==> config.mk <==
export PLATFORM = sky130hd
export DESIGN_NAME = alu_rr_scheduler
export DESIGN_NICKNAME = d
export VERILOG_FILES = /design/src/rtl/alu_pkg.sv /design/src/rtl/alu.sv /design/src/rtl/rr_arbiter.sv /design/src/rtl/alu_rr_scheduler.sv
export SDC_FILE = /design/constraint.sdc
export NUM_CORES = 1
export LEC_CHECK = 0
export CORE_ASPECT_RATIO = 0.6
export CORE_MARGIN = 3
export CORE_UTILIZATION = 53
export DETAILED_ROUTE_END_ITERATION = 16
export GPL_TIMING_DRIVEN = 0
export PLACE_DENSITY_LB_ADDON = 0.08
export SLEW_MARGIN = 0
export SYNTH_ARGS = -nofsm -noshare
export SYNTH_HDL_FRONTEND = slang
export SYNTH_SLANG_ARGS = --single-unit
export TNS_END_PERCENT = 100
==> constraint.sdc <==
create_clock -name clk -period 5.6 [get_ports clk]
set_clock_uncertainty 0.15 [all_clocks]
set_input_delay 0.84 -clock clk [delete_from_list [all_inputs] [get_ports clk]]
set_output_delay 0.84 -clock clk [all_outputs]
set_load 0.01 [all_outputs]
==> src/rtl/alu_pkg.sv <==
// Shared types and constants for the shared-ALU scheduler and its ALU datapath.
//   op_sel_e      : ALU operation encoding (ADD, SUB, AND, OR)
//   ALU_W         : ALU operand/result width
//   sched_state_e : scheduler FSM states
package alu_pkg;

    localparam int unsigned ALU_W = 8;

    typedef enum logic [1:0] {
        OpAdd = 2'b00,
        OpSub = 2'b01,
        OpAnd = 2'b10,
        OpOr  = 2'b11
    } op_sel_e;

    typedef enum logic [1:0] {
        StIdle = 2'b00,
        StExec = 2'b01,
        StResp = 2'b10
    } sched_state_e;

endpackage

==> src/rtl/alu.sv <==
// Team 8-bit ALU datapath, purely combinational.
//   a_i, b_i   : operands
//   op_sel_i   : 00 ADD, 01 SUB, 10 AND, 11 OR
//   y_o        : result, modulo 2^ALU_W
//   ovf_o      : signed (two's complement) overflow for ADD/SUB, 0 for logic ops
module alu
    import alu_pkg::*;
(
    input  logic [ALU_W-1:0] a_i,
    input  logic [ALU_W-1:0] b_i,
    input  logic [1:0]       op_sel_i,
    output logic [ALU_W-1:0] y_o,
    output logic             ovf_o
);

    always_comb begin
        y_o   = '0;
        ovf_o = 1'b0;
        unique case (op_sel_e'(op_sel_i))
            OpAdd: begin
                y_o   = a_i + b_i;
                ovf_o = (a_i[ALU_W-1] == b_i[ALU_W-1]) && (y_o[ALU_W-1] != a_i[ALU_W-1]);
            end
            OpSub: begin
                y_o   = a_i - b_i;
                ovf_o = (a_i[ALU_W-1] != b_i[ALU_W-1]) && (y_o[ALU_W-1] != a_i[ALU_W-1]);
            end
            OpAnd: y_o = a_i & b_i;
            OpOr:  y_o = a_i | b_i;
            default: begin
                y_o   = '0;
                ovf_o = 1'b0;
            end
        endcase
    end

endmodule

==> src/rtl/rr_arbiter.sv <==
// Combinational round-robin arbiter.
//   req_i     : request vector
//   ptr_i     : highest-priority index; search runs ptr_i, ptr_i+1, ... modulo NUM_REQ
//   grant_o   : one-hot grant, zero when nothing requests
//   idx_o     : encoded index of the granted requester (0 when none)
//   valid_o   : a grant was issued
module rr_arbiter #(
    parameter  int unsigned NUM_REQ = 4,
    localparam int unsigned ID_W    = $clog2(NUM_REQ)
) (
    input  logic [NUM_REQ-1:0] req_i,
    input  logic [ID_W-1:0]    ptr_i,
    output logic [NUM_REQ-1:0] grant_o,
    output logic [ID_W-1:0]    idx_o,
    output logic               valid_o
);

    logic [ID_W-1:0] cand;

    always_comb begin
        grant_o = '0;
        idx_o   = '0;
        valid_o = 1'b0;
        cand    = '0;
        for (int unsigned k = 0; k < NUM_REQ; k++) begin
            cand = ID_W'((32'(ptr_i) + k) % NUM_REQ);
            if (!valid_o && req_i[cand]) begin
                valid_o       = 1'b1;
                idx_o         = cand;
                grant_o[cand] = 1'b1;
            end
        end
    end

endmodule

==> src/rtl/alu_rr_scheduler.sv <==
// Shares one ALU between NUM_REQ requesters with round-robin arbitration.
// A granted request is registered (IDLE), evaluated by the ALU for one cycle (EXEC),
// and the tagged result is held until the consumer accepts it (RESP).
//   clk, rst_n    : clock, asynchronous active-low reset
//   req_valid_i   : per-requester request valid
//   req_ready_o   : per-requester accept, one-hot or zero, only in IDLE
//   req_a_i/b_i   : packed operands, requester i at [8i+7:8i]
//   req_op_i      : packed op select, requester i at [2i+1:2i]
//   rsp_valid_o   : result valid, held until rsp_ready_i
//   rsp_id_o      : owning requester of the result
//   rsp_y_o       : ALU result
//   rsp_ovf_o     : ALU overflow flag
//   busy_o        : FSM not idle
//   op_count_o    : completed operations, saturating
module alu_rr_scheduler
    import alu_pkg::*;
#(
    parameter  int unsigned NUM_REQ = 4,
    localparam int unsigned ID_W    = $clog2(NUM_REQ)
) (
    input  logic                     clk,
    input  logic                     rst_n,
    input  logic [NUM_REQ-1:0]       req_valid_i,
    output logic [NUM_REQ-1:0]       req_ready_o,
    input  logic [NUM_REQ*ALU_W-1:0] req_a_i,
    input  logic [NUM_REQ*ALU_W-1:0] req_b_i,
    input  logic [NUM_REQ*2-1:0]     req_op_i,
    output logic                     rsp_valid_o,
    input  logic                     rsp_ready_i,
    output logic [ID_W-1:0]          rsp_id_o,
    output logic [ALU_W-1:0]         rsp_y_o,
    output logic                     rsp_ovf_o,
    output logic                     busy_o,
    output logic [15:0]              op_count_o
);

    sched_state_e     state_q, state_d;
    logic [ID_W-1:0]  rr_ptr_q, rr_ptr_d;
    logic [ALU_W-1:0] op_a_q, op_a_d;
    logic [ALU_W-1:0] op_b_q, op_b_d;
    logic [1:0]       op_sel_q, op_sel_d;
    logic [ID_W-1:0]  op_id_q, op_id_d;
    logic             rsp_valid_q, rsp_valid_d;
    logic [ID_W-1:0]  rsp_id_q, rsp_id_d;
    logic [ALU_W-1:0] rsp_y_q, rsp_y_d;
    logic             rsp_ovf_q, rsp_ovf_d;
    logic [15:0]      op_count_q, op_count_d;

    logic [NUM_REQ-1:0] arb_grant;
    logic [ID_W-1:0]    arb_idx;
    logic               arb_valid;
    logic [ALU_W-1:0]   alu_y;
    logic               alu_ovf;

    rr_arbiter #(
        .NUM_REQ (NUM_REQ)
    ) u_rr_arbiter (
        .req_i   (req_valid_i),
        .ptr_i   (rr_ptr_q),
        .grant_o (arb_grant),
        .idx_o   (arb_idx),
        .valid_o (arb_valid)
    );

    alu u_alu (
        .a_i      (op_a_q),
        .b_i      (op_b_q),
        .op_sel_i (op_sel_q),
        .y_o      (alu_y),
        .ovf_o    (alu_ovf)
    );

    always_comb begin
        state_d     = state_q;
        rr_ptr_d    = rr_ptr_q;
        op_a_d      = op_a_q;
        op_b_d      = op_b_q;
        op_sel_d    = op_sel_q;
        op_id_d     = op_id_q;
        rsp_valid_d = rsp_valid_q;
        rsp_id_d    = rsp_id_q;
        rsp_y_d     = rsp_y_q;
        rsp_ovf_d   = rsp_ovf_q;
        op_count_d  = op_count_q;
        req_ready_o = '0;

        unique case (state_q)
            StIdle: begin
                // ready is only raised toward a valid requester, so a grant is a handshake
                if (arb_valid) begin
                    req_ready_o = arb_grant;
                    for (int unsigned i = 0; i < NUM_REQ; i++) begin
                        if (arb_grant[i]) begin
                            op_a_d   = req_a_i[ALU_W*i +: ALU_W];
                            op_b_d   = req_b_i[ALU_W*i +: ALU_W];
                            op_sel_d = req_op_i[2*i +: 2];
                        end
                    end
                    op_id_d  = arb_idx;
                    rr_ptr_d = (arb_idx == ID_W'(NUM_REQ - 1)) ? '0 : arb_idx + 1'b1;
                    state_d  = StExec;
                end
            end
            StExec: begin
                rsp_y_d     = alu_y;
                rsp_ovf_d   = alu_ovf;
                rsp_id_d    = op_id_q;
                rsp_valid_d = 1'b1;
                state_d     = StResp;
            end
            StResp: begin
                if (rsp_ready_i) begin
                    rsp_valid_d = 1'b0;
                    if (op_count_q != 16'hFFFF) begin
                        op_count_d = op_count_q + 16'd1;
                    end
                    state_d = StIdle;
                end
            end
            default: begin
                state_d = StIdle;
            end
        endcase
    end

    always_ff @(posedge clk or negedge rst_n) begin
        if (!rst_n) begin
            state_q     <= StIdle;
            rr_ptr_q    <= '0;
            op_a_q      <= '0;
            op_b_q      <= '0;
            op_sel_q    <= '0;
            op_id_q     <= '0;
            rsp_valid_q <= 1'b0;
            rsp_id_q    <= '0;
            rsp_y_q     <= '0;
            rsp_ovf_q   <= 1'b0;
            op_count_q  <= '0;
        end else begin
            state_q     <= state_d;
            rr_ptr_q    <= rr_ptr_d;
            op_a_q      <= op_a_d;
            op_b_q      <= op_b_d;
            op_sel_q    <= op_sel_d;
            op_id_q     <= op_id_d;
            rsp_valid_q <= rsp_valid_d;
            rsp_id_q    <= rsp_id_d;
            rsp_y_q     <= rsp_y_d;
            rsp_ovf_q   <= rsp_ovf_d;
            op_count_q  <= op_count_d;
        end
    end

    assign rsp_valid_o = rsp_valid_q;
    assign rsp_id_o    = rsp_id_q;
    assign rsp_y_o     = rsp_y_q;
    assign rsp_ovf_o   = rsp_ovf_q;
    assign busy_o      = (state_q != StIdle);
    assign op_count_o  = op_count_q;

endmodule

**After elaboration in Yosys (flattened, before gate mapping)**

Cells that the tools add are included.

- Input port bits: 79
- Register bits after elaboration: 52
- Output and inout port bits: 33
- Word-level logic and storage cells: 116

- Bitwise logic cells: 5
- Reductions and logical operators: 22
- Magnitude comparators: 8
- Mux-type cells: 50
- Eq/ne operators: 13
- Add/sub/neg operators: 7

Operators by type and width:

| kind | count |
|---|---|
| $mux 8 | 8 |
| $pmux 8 s4 | 1 |
| $mux 4 | 6 |
| $mux 2 | 11 |
| $add 16x1->16 const B | 1 |
| $ne 16x16->1 const B | 1 |
| $mux 1 | 13 |
| $lt 2x3->1 const B | 4 |
| $or 4x4->4 | 3 |
| $logic_and 1x1->1 | 9 |
| $add 8x8->8 | 1 |
| $and 8x8->8 | 1 |
| $bmux 1 s2 | 4 |
| $demux 1 s2 | 4 |
| $eq 2x2->1 const B | 4 |
| $ge 2x1->1 const B | 4 |
| $or 8x8->8 | 1 |
| $sub 8x8->8 | 1 |
| $pmux 2 s3 | 1 |
| $reduce_and 2->1 | 3 |
| $reduce_and 3->1 | 2 |
| $add 2x1->2 const B | 2 |
| $add 2x2->2 const B | 2 |
| $eq 2x1->1 const B | 2 |
| other kinds (8) | 16 |

**Longest topological paths before layout**

Gate-level depths: netlist (run 1).

- Depth after elaboration: 16
- Depth in mapped cells: 13

**Hierarchy**

Synthesis (run 1) repeated with hierarchy kept, for this count alone.

- Cells, all modules: 459
- Area total of the unflattened synthesis: 4,196.5 sq um

Modules (own cells, without submodules):

| module | cells an instance | area an instance (sq um) | instances |
|---|---|---|---|
| alu_rr_scheduler | 268 | 2,728.9 | 1 |
| alu | 146 | 1,046.0 | 1 |
| rr_arbiter | 45 | 421.7 | 1 |

**Worst setup path after synthesis (run 1)**

OpenSTA, ideal clock, no wires.

- Path type: reg2out
- Start: register with a tool-made name
- End: output req_ready_o[2]
- Arrival: 3.012 ns
- Path slack: 1.598 ns
- Buffers on the path: 4
- Cell stages (with the launch flop): 11
- Cells stage by stage: dfrtp_1 buf_2 inv_1 ha_1 buf_6 mux4_2 a221o_1 a22oi_2 buf_6 clkbuf_1 nor2_1

RTL lines:

| item | RTL line | RTL |
|---|---|---|
| end: declaration | alu_rr_scheduler.sv:24 | `output logic [NUM_REQ-1:0] req_ready_o,` |

==> results of run 1 <==
-- through the flow --
stage               cell area, um2  hold WS, ns  setup WS (ns)  util [%]
floorplan                     4050        0.327           1.60         -
global placement              5290        0.322          0.739      75.3
detailed placement            5300        0.326          0.723      75.5
CTS                           5520        0.346          0.433      78.5
global route                  5520        0.364          0.183      78.5
finish                        5520        0.339          0.416      78.5
-- path summary, 6_finish.rpt --
check	to	slack, ns	cells after the start	from
max	req_ready_o[2]	0.42	11	register
min	rsp_y_o[2]	0.34	2	rsp_y_o[2]
max reg2reg	op_a_q[2]	1.52	12	register
min reg2reg	rsp_y_o[2]	0.34	2	rsp_y_o[2]
max in group asynchronous	rsp_y_o[7]	4.36	2	rst_n
min in group asynchronous	asynchronous set/reset pin	0.38	1	rst_n
-- sequential cells by signal (all words and copies together), names as in the netlist, named ones only --
signal / cells
rsp_id_o: 2
state_q: 2
rsp_ovf_o: 1
rr_ptr_q: 1
op_a_q: 8
op_sel_q: 2
op_b_q: 8
op_id_q: 2
rsp_y_o: 8
op_count_o: 16
rsp_valid_o: 1
-- power groups by stage --
stage / sequential [mW] / clock [mW] / combinational (mW)
floorplan: 0.662 / 0 / 1.78
global placement: 0.662 / 0 / 2.37
detailed placement: 0.674 / 0 / 2.43
CTS: 0.669 / 0.442 / 2.46
global route: 0.692 / 0.459 / 2.73
finish: 0.669 / 0.440 / 2.48
-- logic make-up after synthesis --
group                      count (synthesis)  synth area share (%)
muxes                                     35                  10.4
AOI/OAI and AO/OA                        102                  18.3
DFF                                       52                  32.1
adders and majority gates                 31                  9.95
xor gates and xnor gates                  23                  4.98
and+or+nand+nor                          147                  17.0
buffers and inverters                     60                  7.26
-- layout make-up --
cell class / count / area share [%]
multi-input combinational: 338 / 44.5
timing repair buffer: 112 / 20.4
clock buffer: 5 / 2.27
inverter: 32 / 2.18
sequential: 52 / 23.6
tap: 100 / 2.27
clock inverter: 3 / 1.63
buffer: 28 / 3.15
-- layout by cell type, fill, tap and decap left out, types with 14 or more instances in the layout --
| master | n |
|---|---|
| nand2_1 | 46 |
| dfrtp_1 | 52 |
| ha_1 | 29 |
| clkbuf_1 | 14 |
| o21ai_0 | 23 |
| a31oi_1 | 18 |
| xnor2_1 | 18 |
| clkdlybuf4s50_1 | 110 |
| mux2i_1 | 24 |
| nor2_1 | 55 |
| a211o_1 | 18 |
| inv_1 | 31 |
-- worst min-delay path: cells and delay by family (launching register included) --
kind / cells / cell delay, ns
compound gates: 1 / 0.06
flops: 1 / 0.35
simple gates: 1 / 0.05
-- layer usage --
metal  track usage, %  wire, um  up-vias
met5                0         0        -
met3             6.38      1030       15
met1             37.4      5140     1796
met4             4.11        95        0
met2             39.6      4610      204
li1                 -         -     1813
==> impl_metrics.tcl, run 1 <==
set metrics [dict create \
    cts_htree_levels 2 \
    grt-ovfl-total 0 \
    syn_area_mm2 0.00405 \
    max_freq_mhz 193 \
    numPortBuffers 111 \
    nFillCells 503 \
    drt-pass1-iter-count 5 \
    grt_max_degree 30 \
    seqCellArea_mm2 0.00130 \
    min_period_ns 5.18 \
    rsz0062_at_grt "no" \
    max-vdd-ir-drop_mv 0.302 \
    synth_edf_count 0 \
    synthArstFlopShare_pct 100 \
    drt_iter0_markers 457 \
    clk_latency_ns 0.29 \
    vias 3828 \
    synth_flop_cell "dfrtp_1" \
    tightestPinTransition_ns 0.728 \
    cts_resized 0 \
    p_comb_share_pct 69.1 \
    cap_violations 0 \
    worstPathArrival_ns 4.19 \
    cts_hold_buf 0 \
    ys_seq_area_share_pct 32.1 \
    syn_inst 450 \
    vias_per_cell 5.71 \
    path_cells "buf_2, inv_1, ha_1, buf_6, mux4_2, a221o_1, a22oi_2, buf_6, clkbuf_1, nor2_1, clkdlybuf4s50_1" \
    drv_slew 0 \
    power_frac_seq_pct 18.6 \
    syn_nets 560 \
    crit_family "buffers and inverters" \
    pwr_density_cell_mw_per_mm2 651 \
    end_kind "output port" \
    grt_pass1_vias 3774 \
    fin_cells 670 \
    initial_core_util_pct 57.7 \
    drc 0 \
    grt_first_pass_wirelength_um 18200 \
    p_sw_share_pct 44.8 \
    p_total_mw 3.59 \
    startpoint_type "register" \
    outcome "finished clean" \
    wl_per_cell_um 16.2 \
    worstPathRequired_ns 4.61 \
    die_w_um 119 \
    setup_violations 0 \
    cp_slowest_cell "mux4_2" \
    yosys_warnings 0 \
    syn_avg_cell_area_um2 9.00 \
    synthTopCellsByArea "dfrtp_1, ha_1, mux2i_1" \
    ys_ff_latch 52 \
    die_h_um 73.7 \
    p_clk_share_pct 12.3 \
    gp_congestion 0.893 \
    cts_setup_buffers 0 \
    intPower_mw 1.98 \
    place_inst 662 \
    tns_ns 0 \
    hold_path.class "register to register" \
    worstPathMaxFanout 10 \
    slowest_delay_ns 0.64 \
    fin_nets 679 \
    post-route-period-util_pct 92.6 \
    synth_top_area_share_pct 32.1 \
    hpwl_um 8630 \
    ios 112 \
    crit_buf_inv 6 \
    cts.clk_slew.worst_paths_ns 0.07 \
    ant_nets 0 \
    synth.distinct_cells 57 \
    row_count 23 \
    antenna_cells 0 \
    synth_common_cells "nor2_1, dfrtp_1, nand2_1" \
    tritoncts "done" \
    criticalPathCategory "register to output port" \
    die_area_mm2 0.00876 \
    drive_gt1_share_pct 7.89 \
    cts-buffers-inserted 5 \
    maxSlewHeadroom_pct 51.3 \
    clockRootBuffer "clkbuf_16" \
    hold_viol 0 \
    clock-sinks 52 \
    switchingPower_mw 1.61 \
    critPathMostFrequentCell "buf_6" \
    leakage_nw 2.46 \
    cts_max_path_buffers 2 \
    yosysMostFrequentCell "nor2_1" \
    yosysTopAreaCell "dfrtp_1" \
    antenna_found_initial 0 \
    track_usage_pct 25.7 \
    wl_um 10900 \
    fp.coreArea_mm2 0.00702 \
    syn2layout_area_growth_pct 36.2 \
    multi_input_area_mm2 0.00245 \
]
(Power assumes the default switching activity.)
==> run 2: changes to the inputs <==
--- a/config.mk
+++ b/config.mk
@@ -5,7 +5,7 @@
 export SDC_FILE = /design/constraint.sdc
 export NUM_CORES = 1
 export LEC_CHECK = 0
-export CORE_ASPECT_RATIO = 0.6
+export ABC_CLOCK_PERIOD_IN_PS = 5600
 export CORE_MARGIN = 3
 export CORE_UTILIZATION = 53
 export DETAILED_ROUTE_END_ITERATION = 16
==> run 2 against run 1 <==
  * Via count decreased by 4.5%
  * Final area decreased by 1.7%
  * Final cell count decreased by 0.15%
  * Routed wire length decreased by 7.8%
  * Global-route usage decreased by 1.5 points
  * Combinational power decreased by 2%
  * Sequential share of layout area increased by 0.41 points
  * Sequential cell count unchanged
  * Total power decreased by 5.9%
  * Largest power group unchanged
  * Fmax decreased by 0.34%
  * Non-clock buffer count unchanged
==> impl_metrics.tcl, run 2 (same netlist as run 1, synthesis figures left out) <==
set metrics [dict create \
    startpoint_type "register" \
    post-route-period-util_pct 92.9 \
    die_w_um 93.4 \
    r2r_cells 11 \
    wl_per_cell_um 15.0 \
    nFillCells 562 \
    power_frac_seq_pct 19.7 \
    switchingPower_mw 1.55 \
    die_area_mm2 0.00872 \
    cts.clk_slew.worst_paths_ns 0.10 \
    pwr_density_cell_mw_per_mm2 623 \
    drive_gt1_share_pct 7.89 \
    criticalPathCategory "register to output port" \
    cts_setup_buffers 0 \
    grt_max_degree 33 \
    numPortBuffers 111 \
    clock-sinks 52 \
    drt-pass1-iter-count 4 \
    leakage_nw 2.42 \
    fin_nets 679 \
    ios 112 \
    mostFrequentLayoutCell "clkdlybuf4s50_1" \
    track_usage_pct 24.2 \
    worstPathArrival_ns 4.21 \
    max-vdd-ir-drop_mv 0.501 \
    ant_nets 0 \
    cts_hold_buf 0 \
    vias_per_cell 5.46 \
    worstPathRequired_ns 4.61 \
    gp_congestion 0.894 \
    largest_reg_flops 16 \
    cts_max_path_buffers 2 \
    hold_viol 0 \
    end_kind "output port" \
    outcome "finished clean" \
    tightestPinTransition_ns 0.714 \
    tns_ns 0 \
    maxSlewHeadroom_pct 52.2 \
    fin_cells 669 \
    fp.coreArea_mm2 0.00733 \
    clk_latency_ns 0.31 \
    cts_resized 0 \
    wl_um 10000 \
    row_count 31 \
    clockRootBuffer "clkbuf_8" \
    p_clk_share_pct 8.0 \
    tritoncts "done" \
    max_freq_mhz 192 \
    grt_first_pass_wirelength_um 17100 \
    hpwl_um 8190 \
    cap_violations 0 \
    worstPathMaxFanout 10 \
    cts_htree_levels 2 \
    p_sw_share_pct 46.0 \
    place_inst 661 \
    setup_violations 0 \
    initial_core_util_pct 55.2 \
    die_h_um 93.4 \
    rr_endpoint "op_b_q[4]" \
    syn2layout_area_growth_pct 33.9 \
    rsz0062_at_grt "no" \
    vias 3655 \
    antenna_cells 0 \
    drv_slew 0 \
    intPower_mw 1.82 \
    final_cell_mix "clkdlybuf4s50_1, nor2_1, dfrtp_1" \
    drc 0 \
    cts-buffers-inserted 5 \
    grt_pass1_vias 3652 \
    r2r_slack_ns 1.67 \
    min_period_ns 5.20 \
    drt_iter0_markers 172 \
    grt-ovfl-total 0 \
    p_comb_share_pct 72.2 \
    antenna_found_initial 0 \
    hold_path.class "primary input to asynchronous set/reset pin" \
]
-- run 2: how the worst max path moves through the flow --
stage / startpoint / endpoint / slack [ns] / depth (start not counted)
floorplan: register / req_ready_o[2] / 1.60 / 10
global placement: req_valid_i[2] / req_ready_o[2] / 0.71 / 10
detailed placement: req_valid_i[3] / req_ready_o[2] / 0.68 / 10
CTS: register / req_ready_o[2] / 0.37 / 11
global route: rr_ptr_q[1] / req_ready_o[2] / 0.17 / 11
finish: register / req_ready_o[2] / 0.40 / 11
-- run 2: power groups by stage --
stage | Combinational, mW | Clock [mW] | Sequential [mW]
2_1_floorplan | 1.78 | 0 | 0.662
3_3_place_gp | 2.35 | 0 | 0.663
3_5_place_dp | 2.42 | 0 | 0.673
4_1_cts | 2.44 | 0.276 | 0.667
5_1_grt | 2.70 | 0.295 | 0.688
6_report | 2.44 | 0.272 | 0.667
-- run 2: routing by layer --
metal  track usage, %  vias to the layer above  share of wire, %
met5                0                        -                 0
met4             6.23                        0               1.3
met3             4.67                       10               5.9
met2             41.5                      116                48
met1             31.3                     1713                45
li1                 -                     1816                 -
-- run 2: worst max-delay path, stage by stage (launching register included) --
cell and delay, ns:
dfrtp_1 0.52, buf_2 0.29, inv_1 0.13, ha_1 0.32, buf_6 0.14, mux4_2 0.63
a221o_1 0.41, a22oi_2 0.27, buf_6 0.19, clkbuf_1 0.39, nor2_1 0.11, clkdlybuf4s50_1 0.50
-- run 2: per-stage QoR --
| stage | cell area (um2) | total power, mW | utilization, % | hold WS (ns) | setup WS (ns) |
|---|---|---|---|---|---|
| after floorplan | 4050 | 2.44 | - | 0.327 | 1.60 |
| after global placement | 5280 | 3.01 | 72.1 | 0.311 | 0.712 |
| after detailed placement | 5300 | 3.10 | 72.3 | 0.316 | 0.680 |
| after CTS | 5420 | 3.38 | 73.9 | 0.337 | 0.373 |
| after global routing | 5420 | 3.68 | 73.9 | 0.350 | 0.173 |
| final | 5420 | 3.38 | 73.9 | 0.325 | 0.399 |
-- run 2: layout make-up --
cell class / instances / area, um2 / share of cell area [%]
inverter: 32 / 120 / 2.22
multi-input combinational: 338 / 2450 / 45.3
sequential: 52 / 1300 / 24.0
buffer: 28 / 174 / 3.21
clock inverter: 2 / 38.8 / 0.716
clock buffer: 6 / 82.6 / 1.52
tap: 99 / 124 / 2.29
timing repair buffer: 112 / 1130 / 20.8
